--- src/rtl/cpu_clock_enable_gen.sv ---
// CPU clock-enable generator for the 28 MHz domain.
// Produces the Z80 clock as rise/fall enables for a set of binary-divided
// speeds, with per-speed contention stalling, speed changes aligned to the
// common phase boundary, and a saturating count of stalled rise points.
module cpu_clock_enable_gen #(
  parameter int                  NUM_SPEEDS   = 4,
  parameter int                  SPEED_W      = 2,
  parameter logic [NUM_SPEEDS-1:0] CONTEND_MASK = 4'b0001,
  parameter int                  CNT_W        = 16
) (
  input  logic               clk_28,
  input  logic               reset,
  input  logic [SPEED_W-1:0] cpu_speed,
  input  logic               cpu_contend,
  input  logic               contend_count_clr,
  output logic               cpu_clk_en,
  output logic               cpu_clk_fall_en,
  output logic               cpu_clk_lsb,
  output logic [SPEED_W-1:0] active_speed,
  output logic               speed_switch_pending,
  output logic [CNT_W-1:0]   contend_count
);

  localparam int CW = NUM_SPEEDS - 1;
  localparam logic [SPEED_W-1:0] MAX_SPEED = SPEED_W'(CW);

  logic [CW-1:0]      cnt;
  logic [CW-1:0]      lo_mask;
  logic [CW-1:0]      half;
  logic [SPEED_W-1:0] req_clamped;
  logic [SPEED_W-1:0] next_speed;
  logic               at_max;
  logic               rise;
  logic               fall;
  logic               stall;
  logic               boundary;

  // Phase decode for the active speed, stall detection and boundary switch.
  // lo_mask selects the cnt bits that make up one period of the active speed;
  // at the fastest speed it is empty, so every cycle is a rise point.
  always_comb begin
    req_clamped = (cpu_speed > MAX_SPEED) ? MAX_SPEED : cpu_speed;
    lo_mask     = {CW{1'b1}} >> active_speed;
    half        = (lo_mask >> 1) + 1'b1;
    at_max      = (active_speed == MAX_SPEED);
    rise        = ((cnt & lo_mask) == '0);
    fall        = at_max ? 1'b1 : ((cnt & lo_mask) == half);
    stall       = rise & cpu_contend & CONTEND_MASK[active_speed];
    // A stall can only coincide with cnt at its maximum at the fastest speed,
    // so the switch waits until the stall has cleared.
    boundary    = (cnt == {CW{1'b1}}) & ~stall;
    next_speed  = boundary ? req_clamped : active_speed;
  end

  // Phase counter, registered enables and the virtual clock level.
  always_ff @(posedge clk_28 or posedge reset) begin
    if (reset) begin
      cnt             <= '0;
      cpu_clk_en      <= 1'b0;
      cpu_clk_fall_en <= 1'b0;
      cpu_clk_lsb     <= 1'b0;
    end else begin
      cnt             <= stall ? cnt : cnt + 1'b1;
      cpu_clk_en      <= rise & ~stall;
      cpu_clk_fall_en <= fall & ~stall;
      if (stall)
        cpu_clk_lsb <= 1'b0;
      else if (at_max)
        cpu_clk_lsb <= ~cpu_clk_lsb;
      else if (rise)
        cpu_clk_lsb <= 1'b1;
      else if (fall)
        cpu_clk_lsb <= 1'b0;
    end
  end

  // Speed selection: the request only takes effect at the phase boundary.
  // Pending compares against the post-update speed so it drops with the load.
  always_ff @(posedge clk_28 or posedge reset) begin
    if (reset) begin
      active_speed         <= '0;
      speed_switch_pending <= 1'b0;
    end else begin
      active_speed         <= next_speed;
      speed_switch_pending <= (req_clamped != next_speed);
    end
  end

  // Saturating count of stalled rise points; clear wins over increment.
  always_ff @(posedge clk_28 or posedge reset) begin
    if (reset)
      contend_count <= '0;
    else if (contend_count_clr)
      contend_count <= '0;
    else if (stall && (contend_count != {CNT_W{1'b1}}))
      contend_count <= contend_count + 1'b1;
  end

endmodule

--- config.mk ---
export PLATFORM = sky130hd
export DESIGN_NAME = cpu_clock_enable_gen
export DESIGN_NICKNAME = d
export VERILOG_FILES = /design/src/rtl/cpu_clock_enable_gen.sv
export SDC_FILE = /design/constraint.sdc
export NUM_CORES = 1
export LEC_CHECK = 0
export CORE_MARGIN = 1.5
export CORE_UTILIZATION = 55
export CTS_CLUSTER_SIZE = 30
export DETAILED_ROUTE_END_ITERATION = 10
export PLACE_DENSITY = 0.88
export SETUP_SLACK_MARGIN = 0.1
export SLEW_MARGIN = 25
export SYNTH_ARGS = -nofsm -noshare
export SYNTH_HDL_FRONTEND = slang
export SYNTH_SLANG_ARGS = --single-unit
--- constraint.sdc ---
create_clock -name clk_28 -period 2.79 [get_ports clk_28]
set_input_delay 0.279 -clock clk_28 [delete_from_list [all_inputs] [get_ports clk_28]]
set_output_delay 0.279 -clock clk_28 [all_outputs]
set_load 0.02 [all_outputs]
Word-level counts from Yosys, hierarchy flattened
Cells that the tools add are included.

cells by class
  add/sub/neg operators = 3
  magnitude comparators = 2
  eq/ne operators = 5
  shift operators = 1
  muxes and demuxes = 11
  bitwise operators = 8
  reduce and logical (&&, ||, !) cells = 4

operators with widths
  kind                                                                          number
  16-bit two-way mux                                                            2
  16-bit by 1-bit adder with 16-bit output, second input constant               1
  16-bit inequality test, second input constant                                 1
  1-bit two-way mux                                                             6
  1-bit bitwise AND                                                             5
  2-bit two-way mux                                                             2
  4-bit nonzero test                                                            1
  2-bit by 1-bit adder with 3-bit output, second input constant                 1
  3-bit by 1-bit adder with 3-bit output, second input constant                 1
  3-bit bitwise AND                                                             1
  3-bit equality test                                                           1
  3-bit equality test, second input constant                                    1
  3-bit logical NOT                                                             1
  2-bit by 3-bit less-than comparator with 1-bit output, second input constant  1
  3-bit by 2-bit right shift with 3-bit output, first input constant            1
  1-bit binary-select mux with 2-bit select                                     1
  2-bit equality test, second input constant                                    1
  2-bit > comparator, second input constant                                     1
  2-bit inequality test                                                         1
  1-bit NOT                                                                     2
  2-bit nonzero test                                                            1
  1-bit logical AND                                                             1

word-level totals
  register bits after elaboration = 25
  bits of input ports = 6
  output and inout port bits = 22
  logic and storage cells = 41

Depth between registers and ports, before layout
Gate-level depths: netlist of run 1.

  depth after elaboration = 9
  depth in mapped cells = 7
  gate-level depth less buffers = 5

Least setup slack after synthesis of run 1
OpenSTA, ideal clock, no wires.

  path kind = reg2reg
  start = register contend_count[0]
  end = register contend_count[0]
  library setup time = 0.136 ns
  data arrival time = 1.776 ns
  required time = 2.654 ns
  path slack = 0.877 ns
  cell stages (with the launch flop) = 7
  buffers on the path = 1
  clock period less this slack = 1.913 ns
  cell sequence = dfrtp_1 > ha_1 > nand4_2 > nor4_2 > buf_2 > or3_1 > a21oi_1

on the way
  cells in the longest elaborated chain, start to end = 3
  elaborated cells on any way between the ends = 6
  those cells by class = 1 x add/sub; 1 x eq/ne; 2 x mux; 2 x reduce/logical

ends and longest elaborated chain
  what                                                                                       RTL line  source
  start, declared                                                                            21        output logic [CNT_W-1:0] contend_count
  start signal, assigned                                                                     96        contend_count <= contend_count + 1'b1;
  16-bit by 1-bit adder with 16-bit output / 16-bit inequality test (equally long branches)  96, 95
  16-bit two-way mux / 1-bit logical AND (equally long branches)                             95        else if (stall && (contend_count != {CNT_W{1'b1}}))
  16-bit two-way mux / 2-bit nonzero test (equally long branches)                            --

Parallel ways exist; a longest one is shown, timed or not. The select of a mux whose other input is x is not followed.
A chain may end at the register's enable or synchronous reset.

Worst setup path in the final report of run 1
  start = register active_speed[1]
  end = register contend_count[7]

on the way
  cells in the longest elaborated chain, start to end = 7
  elaborated cells on any way between the ends = 9
  those cells by class = 1 x shift; 2 x mux; 3 x bitwise; 3 x reduce/logical

ends and longest elaborated chain
  what                                          RTL line  source
  start, declared                               19        output logic [SPEED_W-1:0] active_speed,
  start signal, assigned                        84        active_speed <= next_speed;
  3-bit by 2-bit right shift with 3-bit output  43        lo_mask = {CW{1'b1}} >> active_speed;
  3-bit bitwise AND                             46        rise = ((cnt & lo_mask) == '0);
  3-bit logical NOT                             46
  1-bit bitwise AND                             48        stall = rise & cpu_contend & CONTEND_MASK[active_speed];
  1-bit bitwise AND (*)                         48
  1-bit logical AND (*)                         95
  2-bit nonzero test (no line) (*)              --

Mark *: on every way between the ends. The rest lies on a longest branch, timed or not. The select of a mux whose other input is x is not followed.

==> results.cfg, run 1 <==
[yosys]
yosysUniqueCellTypes = 41
yosysWarnings = 0
syn_avg_cell_area_um2 = 10.0
netlist_area_um2 = 1430
synth_top_area_share_pct = 43.7
synth-edff-count = 0
synth_commonest_cells = dfrtp_1, a21oi_1, nor2_1
synth_fp_nets = 152
syn_inst = 143
yosysTopAreaCell = dfrtp_1
async_reset_ff_share_pct = 100
synth_seq_cells = 25
ys.flop_type = dfrtp_1
ys_seq_area_share_pct = 43.7
yosysMostFrequentCell = dfrtp_1
synthTopCellsByArea = dfrtp_1, a21oi_1, or4_1, mux2_2, o31ai_1

[run]
max_cap_violations = 0

[critical_path]
cp.arrival_ns = 2.38
r2r_setup_slack_ns = 0.65
r2r_start = active_speed[1]$_DFF_PP0_
crit_fanout = 23
r2r_end = contend_count[7]$_DFFE_PP0P_
worst_setup_path_end_kind = register
worstPathRequired_ns = 3.03
crit_path_start_kind = register
critPathKind = register to register
reg2reg_depth = 4

[pwr]
p_sw_share_pct = 37.6
power.density_nw_per_um2 = 641
p_clk_share_pct = 15.3
seqPwrFrac_pct = 49.6
p_switching_uw = 417
leakagePower_uw = 0.000678
pwr-share-comb_pct = 35.1
ir_worst_vdd_mv = 0.804
internal-power_uw = 691

[cts]
clkSinkCount = 25
cts_buffers = 3
h-tree-depth = 1
cts_tree = yes
cts-root-buf = clkbuf_4
postCtsResizedCells = 0
cts-hold-fix-buffers = 0
clock_latency_ns = 0.33
postCtsSetupBuffers = 0
clockBufferDepth = 2
clk_pin_slew_ns = 0.15

[floorplanning]
core_area_um2 = 2480
die_area_um2 = 2920
rows = 18
initial_core_util_pct = 57.8
die_w_um = 54.0
ios = 28
die_y_um = 54.0

[detailed_routing]
wl_met3_um = 106
top_layer_used = met4
drc = 0
wl_um = 3240
wl_per_cell_um = 16.4
vias = 1255
drtIter0Drc = 17
via_per_inst = 6.37
dr.pass1.iters = 4
met2WireLength_um = 1620
ant_nets = 0
m1WireLength_um = 1490

[finish]
drive_above_1_share_pct = 11.4
finalNetCount = 177
area_growth_pct = 20.6
fillCellCount = 203
design_area_um2 = 1730
n_antenna_cell = 0

[place]
hpwl_um = 2280
port_buffers = 27
dpl_cell_area_um2 = 1700
place.gp.congestion = 0.760

[timing]
setup_viol = 0
relSlewSlack_pct = 40.7
final_max_slew_viol_count = 0
worstMarginPinSlew_ns = 0.884
finClkSkew_ns = 0.00681
max_freq_mhz = 468
period_share_pct = 76.6
tns_ns = 0
rsz0062_at_grt = no
hold_violations = 0
period_needed_ns = 2.14

[global_routing]
grt_usage_pct = 24.0
grt_pass1_vias = 1161
grt_max_degree = 26
grt-ovfl-total = 0
grt_antenna_before_repair = 0
grt_pass1_wl_um = 5120

[run_status]
status = completed

[hold_path]
hp-class = input port to asynchronous set/reset pin
## layout by cell type, fill, tap and decap left out, types with 2 or more instances in the layout
cell type,netlist,routed
a21oi_1,15,15
and2_1,2,2
and3_1,4,4
clkbuf_4,0,3
clkdlybuf4s50_1,0,27
dfrtp_1,25,25
ha_1,3,3
mux2_2,5,5
nand2_1,2,2
nand3_1,8,8
nand4_1,3,3
nor2_1,10,10
nor2b_1,3,3
nor3_1,3,3
nor4b_1,2,2
o21ai_0,9,9
o31ai_1,7,7
or3_1,2,2
or3b_2,2,2
or4_1,8,8
xnor2_1,2,2
## per-layer routing
metal  global-route usage [%]  vias to the layer above
li1                         -                      596
met1                     31.5                      620
met2                     40.7                       34
met3                     3.61                        5
met4                     7.08                        0
met5                        0                        -
## worst max-delay path, cell delays in order (launching register included)
cell and delay [ns]:
dfrtp_1 0.57, nor4b_4 0.40, nand2_2 0.30, or4_1 0.59, a21oi_1 0.18
## flip-flops by register name, summed over array words and instances, names as in the netlist
name	cells
contend_count	16
cnt	3
active_speed	2
cpu_clk_en	1
cpu_clk_fall_en	1
cpu_clk_lsb	1
speed_switch_pending	1
## through the flow
stage / std cells / util [%] / setup slack, ns / hold WS [ns] / total power, uW
detailed placement: 193 / 68.6 / 0.582 / 0.566 / 948
CTS: 197 / 69.7 / 0.688 / 0.492 / 1110
global placement: 193 / 68.6 / 0.721 / 0.538 / 920
floorplan: 143 / - / 0.877 / 0.306 / 816
finish: 197 / 69.7 / 0.652 / 0.316 / 1110
global route: 197 / 69.7 / 0.569 / 0.376 / 1180
## power by group through the flow
stage	sequential, uW	clock [uW]	combinational [uW]
after CTS	547	170	393
after detailed placement	556	0	391
after global placement	546	0	374
after global routing	564	190	428
final	549	170	389
after floorplan	550	0	266
## cell families after synthesis
group | share of synthesized area [%]
AOI/OAI and AO/OA | 17.1
xor gates and xnor gates | 1.22
adders and majority gates | 2.62
buffers and inverters | 3.84
DFF | 43.7
muxes | 3.93
and+or+nand+nor | 27.6
## final cells by class
| class | count | area [um^2] | area share (%) |
|---|---|---|---|
| multi-input cells | 108 | 752 | 43.5 |
| inverters | 2 | 7.51 | 0.434 |
| clock inverters | 1 | 5.00 | 0.290 |
| clock buffers | 3 | 22.5 | 1.30 |
| flip-flops and latches | 25 | 626 | 36.2 |
| repair buffers | 28 | 278 | 16.1 |
| well taps | 30 | 37.5 | 2.17 |
## worst max path at each step
stage                                       startpoint                           end  slack, ns
final                        active_speed[1]$_DFF_PP0_  contend_count[7]$_DFFE_PP0P_       0.65
after CTS                    active_speed[1]$_DFF_PP0_  contend_count[7]$_DFFE_PP0P_       0.69
after global placement                     cpu_contend  contend_count[8]$_DFFE_PP0P_       0.72
after detailed placement                   cpu_contend  contend_count[7]$_DFFE_PP0P_       0.58
after floorplan           contend_count[0]$_DFFE_PP0P_  contend_count[0]$_DFFE_PP0P_       0.88
after global routing         active_speed[1]$_DFF_PP0_  contend_count[4]$_DFFE_PP0P_       0.57
Power figures use the tool's default switching activity.
==> run 2: changes to the inputs <==
--- a/config.mk
+++ b/config.mk
@@ -6,10 +6,10 @@
 export NUM_CORES = 1
 export LEC_CHECK = 0
 export CORE_MARGIN = 1.5
-export CORE_UTILIZATION = 55
+export CORE_UTILIZATION = 46
 export CTS_CLUSTER_SIZE = 30
 export DETAILED_ROUTE_END_ITERATION = 10
-export PLACE_DENSITY = 0.88
+export PLACE_DENSITY = 0.79
 export SETUP_SLACK_MARGIN = 0.1
 export SLEW_MARGIN = 25
 export SYNTH_ARGS = -nofsm -noshare
==> constraint.sdc (replaced) <==
create_clock -name clk_28 -period 1.7 [get_ports clk_28]
set_input_delay 0.17 -clock clk_28 [delete_from_list [all_inputs] [get_ports clk_28]]
set_output_delay 0.17 -clock clk_28 [all_outputs]
set_load 0.02 [all_outputs]
==> results.cfg, run 2 (same netlist as run 1, synthesis figures left out) <==
[floorplanning]
ios = 28
core_area_um2 = 3000
die_w_um = 58.8
die_area_um2 = 3460
initial_core_util_pct = 47.7
rows = 20
die_y_um = 58.8

[timing]
final_max_slew_viol_count = 0
finClkSkew_ns = 0.000550
relSlewSlack_pct = 70.5
tns_ns = -0.342
period_needed_ns = 1.78
max_freq_mhz = 561
setup_viol = 9
timing.final.ws_setup_ns = -0.0826
worstMarginPinSlew_ns = 0.437
period_share_pct = 105
hold_violations = 0
rsz0062_at_grt = yes

[detailed_routing]
vias = 1332
drc = 0
drtIter0Drc = 60
dr.pass1.iters = 4
via_per_inst = 5.95
wl_per_cell_um = 16.0
wl_um = 3580
ant_nets = 0

[critical_path]
cp_num_buf_inv = 1
crit_path_start_kind = register
r2r_start = active_speed[1]$_DFF_PP0_
crit_path_max_incr_delay_ns = 0.49
crit_fanout = 18
r2r_end = contend_count[8]$_DFFE_PP0P_
cp_cell_sequence = nor4b_4 -> buf_4 -> nand2_8 -> o41ai_1 -> a21oi_2
cp_top_family = compound AO/OA/AOI/OAI gates
reg2reg_depth = 5
cp.arrival_ns = 2.01
worst_setup_path_end_kind = register
worstPathRequired_ns = 1.92
cp_slowest_cell = o41ai_1
critPathKind = register to register
r2r_setup_slack_ns = -0.08

[place]
dp_slack_ns = -0.261
dpl.cell_count = 214
hpwl_um = 2400
place.gp.congestion = 0.833
port_buffers = 27
dpl_cell_area_um2 = 1890

[finish]
fillCellCount = 235
area_growth_pct = 44.9
final_cell_mix = buf_4, dfrtp_1, dfrtp_2, clkdlybuf4s50_1
top_register = contend_count
seq_area_um2 = 641
finalNetCount = 201
design_area_um2 = 2080
final_util_pct = 69.1
multi_input_comb_area_um2 = 882
largest_reg_flops = 16
reg.largest.list = contend_count x16, cnt x3, active_speed x2
final_common_cell = buf_4
fin_cells = 224
drive_above_1_share_pct = 38.2
n_antenna_cell = 0

[cts]
cts-hold-fix-buffers = 0
h-tree-depth = 1
clock_latency_ns = 0.33
clkSinkCount = 25
clk_pin_slew_ns = 0.13
clockBufferDepth = 2
cts-root-buf = clkbuf_4
cts_tree = yes
cts_buffers = 3

[global_routing]
grt_pass1_wl_um = 5890
grt_max_degree = 26
grt_usage_pct = 22.1
grt_pass1_vias = 1322
grt_antenna_before_repair = 0
grt-ovfl-total = 0

[run]
max_cap_violations = 0

[pwr]
power.density_nw_per_um2 = 969
leakagePower_uw = 0.000981
ir_worst_vdd_mv = 0.526

[run_status]
status = finished with violations
violations = negative setup slack

[hold_path]
hp-class = input port to asynchronous set/reset pin
## run 2: stage by stage
step / hold WS [ns] / total power (uW)
5_1_grt: 0.210 / 2140
2_1_floorplan: 0.197 / 1350
3_3_place_gp: 0.525 / 1640
6_report: 0.173 / 2010
3_5_place_dp: 0.532 / 1680
4_1_cts: 0.193 / 1960
## run 2: how the worst max path moves through the flow
stage,cells past startpoint,from,slack [ns],endpoint
floorplan,6,active_speed[0]$_DFF_PP0_,-0.03,contend_count[2]$_DFFE_PP0P_
global placement,5,cpu_contend,-0.18,contend_count[8]$_DFFE_PP0P_
detailed placement,5,cpu_contend,-0.26,contend_count[8]$_DFFE_PP0P_
CTS,5,active_speed[0]$_DFF_PP0_,-0.06,contend_count[8]$_DFFE_PP0P_
global route,5,active_speed[1]$_DFF_PP0_,-0.16,contend_count[2]$_DFFE_PP0P_
finish,5,active_speed[1]$_DFF_PP0_,-0.08,contend_count[8]$_DFFE_PP0P_
## run 2: where the power goes
part           total [uW]  switching (uW)  internal (uW)
clock                 274             182           92.3
sequential            836             120            716
combinational         902             443            459
total                2010             745           1270
## run 2: per-layer routing
metal	vias up	share of wire [%]	global-route usage, %
li1	644	-	-
met3	8	3.4	2.64
met4	0	2.0	9.42
met2	32	51	37.8
met5	-	0	0
met1	648	44	28.1
## run 2: worst reg2reg max path, stage by stage (launching register included)
cell and delay (ns):
dfrtp_2 0.47, nor4b_4 0.33, buf_4 0.19, nand2_8 0.09
o41ai_1 0.50, a21oi_2 0.10
## run 2: area by class of cell
cell class / instances / area share [%]
Clock buffer: 4 / 1.27
Inverter: 2 / 0.362
Multi-Input combinational cell: 108 / 42.5
Sequential cell: 25 / 30.9
Tap cell: 33 / 1.99
Timing Repair Buffer: 52 / 23.0
## run 2: what timing repair did
action                     in CTS  in global routing
setup endpoints to repair      27                 24
pin swaps                       5                  4
buffers inserted                4                  2
gates resized for setup        17                 24
==> run 3: changes to the inputs <==
--- a/config.mk
+++ b/config.mk
@@ -6,11 +6,10 @@
 export NUM_CORES = 1
 export LEC_CHECK = 0
 export CORE_MARGIN = 1.5
-export CORE_UTILIZATION = 46
+export CORE_UTILIZATION = 55
 export CTS_CLUSTER_SIZE = 30
 export DETAILED_ROUTE_END_ITERATION = 10
-export PLACE_DENSITY = 0.79
-export SETUP_SLACK_MARGIN = 0.1
+export PLACE_DENSITY = 0.86
 export SLEW_MARGIN = 25
 export SYNTH_ARGS = -nofsm -noshare
 export SYNTH_HDL_FRONTEND = slang
==> constraint.sdc (replaced) <==
create_clock -name clk_28 -period 2.1 [get_ports clk_28]
set_input_delay 0.21 -clock clk_28 [delete_from_list [all_inputs] [get_ports clk_28]]
set_output_delay 0.21 -clock clk_28 [all_outputs]
set_load 0.02 [all_outputs]
==> results.cfg, run 3 (same netlist as run 1, synthesis figures left out) <==
[run_status]
status = completed

[critical_path]
r2r_end = contend_count[12]$_DFFE_PP0P_
cp_cell_sequence = nor4b_4 -> nand3b_1 -> nor3_1 -> mux2_2
worstPathRequired_ns = 2.31
crit_path_max_incr_delay_ns = 0.54
r2r_setup_slack_ns = 0.11
r2r_start = active_speed[1]$_DFF_PP0_
crit_path_start_kind = register
worst_setup_path_end_kind = register
critPathKind = register to register
cp.arrival_ns = 2.20
cp_slowest_cell = dfrtp_1
reg2reg_depth = 4
crit_fanout = 9

[finish]
n_antenna_cell = 0
top_register = contend_count
fillCellCount = 188
drive_above_1_share_pct = 13.9
final_cell_mix = clkdlybuf4s50_1, dfrtp_1, a21oi_1, nor2_1, o21ai_0
final_common_cell = clkdlybuf4s50_1
largest_reg_flops = 16
finalNetCount = 183
reg.largest.list = contend_count x16, cnt x3, active_speed x2
fin_cells = 203
area_growth_pct = 24.0

[cts]
h-tree-depth = 1
postCtsSetupBuffers = 0
postCtsResizedCells = 0
cts_buffers = 3
clock_latency_ns = 0.32
clkSinkCount = 25
cts-root-buf = clkbuf_4
cts-hold-fix-buffers = 0
clockBufferDepth = 2
clk_pin_slew_ns = 0.14
cts_tree = yes

[detailed_routing]
vias = 1291
via_per_inst = 6.36
m1WireLength_um = 1470
wl_met3_um = 137
top_layer_used = met4
drc = 0
ant_nets = 0
wl_um = 3270
drtIter0Drc = 28
dr.pass1.iters = 4
met2WireLength_um = 1620
wl_per_cell_um = 16.1

[run]
max_cap_violations = 0

[pwr]
leakagePower_uw = 0.000718
p_clk_share_pct = 14.2
internal-power_uw = 964
p_switching_uw = 565
seqPwrFrac_pct = 46.9
power.density_nw_per_um2 = 860
p_sw_share_pct = 37.0
pwr-share-comb_pct = 38.9
ir_worst_vdd_mv = 0.943

[floorplanning]
core_area_um2 = 2480
die_area_um2 = 2920
ios = 28
rows = 18
die_w_um = 54.0
die_y_um = 54.0
initial_core_util_pct = 57.8

[global_routing]
grt-ovfl-total = 0
grt_pass1_vias = 1154
grt_antenna_before_repair = 0
grt_max_degree = 26
grt_usage_pct = 24.2
grt_pass1_wl_um = 5230

[place]
port_buffers = 27
hpwl_um = 2300
dpl.cell_count = 199
place.gp.congestion = 0.741

[timing]
setup_viol = 0
final_max_slew_viol_count = 0
period_needed_ns = 1.99
period_share_pct = 94.8
worstMarginPinSlew_ns = 0.371
finClkSkew_ns = 0.00766
relSlewSlack_pct = 75.3
max_freq_mhz = 502
tns_ns = 0
hold_violations = 0
rsz0062_at_grt = no

[hold_path]
hp-class = input port to asynchronous set/reset pin
run 3: cell types whose count changed in the layout (fill, tap and decap cells not counted), moves of 9 or more:
cell / before / now
a21oi_1: 6 / 15
a21oi_2: 9 / 0
buf_4: 23 / 7
clkdlybuf4s50_1: 12 / 27
dfrtp_1: 13 / 25
dfrtp_2: 12 / 0
dlygate4sd2_1: 9 / 0
run 3: per-stage QoR:
stage	setup WS (ns)	cell area [um^2]	power, uW	hold slack, ns	utilization (%)
2_1_floorplan	0.187	1430	1080	0.237	-
3_3_place_gp	0.129	1750	1280	0.537	70.5
3_5_place_dp	0.0521	1750	1300	0.570	70.5
4_1_cts	0.115	1770	1520	0.229	71.5
5_1_grt	0.0252	1780	1620	0.294	71.7
6_report	0.110	1780	1530	0.218	71.7
run 3: worst max path at each step:
| stage | start | to | slack, ns | depth (start not counted) |
|---|---|---|---|---|
| finish | active_speed[1]$_DFF_PP0_ | contend_count[12]$_DFFE_PP0P_ | 0.11 | 4 |
| detailed placement | cpu_contend | contend_count[0]$_DFFE_PP0P_ | 0.05 | 6 |
| global placement | cpu_contend | contend_count[3]$_DFFE_PP0P_ | 0.13 | 5 |
| floorplan | contend_count[0]$_DFFE_PP0P_ | contend_count[0]$_DFFE_PP0P_ | 0.19 | 6 |
| CTS | active_speed[1]$_DFF_PP0_ | contend_count[7]$_DFFE_PP0P_ | 0.11 | 4 |
| global route | active_speed[1]$_DFF_PP0_ | contend_count[12]$_DFFE_PP0P_ | 0.03 | 4 |
run 3: power groups by stage:
stage,Clock [uW],Sequential (uW),Combinational [uW]
2_1_floorplan,0,730,353
4_1_cts,219,707,591
5_1_grt,240,729,650
6_report,217,717,595
3_3_place_gp,0,709,568
3_5_place_dp,0,718,587
run 3: critical path: cells and delay by family, from the launching register on:
kind,cells,cell delay (ns)
AND/OR/NAND/NOR,3,0.97
flip-flops,1,0.54
multiplexers,1,0.37
run 3: area by class of cell:
class	count	area, um^2	area share, %
Clock buffer	4	26.3	1.48
Inverter	2	7.51	0.423
Multi-Input combinational cell	108	757	42.6
Sequential cell	25	626	35.2
Tap cell	30	37.5	2.11
Timing Repair Buffer	34	323	18.2
run 3: routing by layer:
metal | GRT usage (%) | up-vias
met1 | 31.9 | 634
met2 | 40.0 | 39
met4 | 8.75 | 0
li1 | - | 610
met5 | 0 | -
met3 | 3.89 | 8
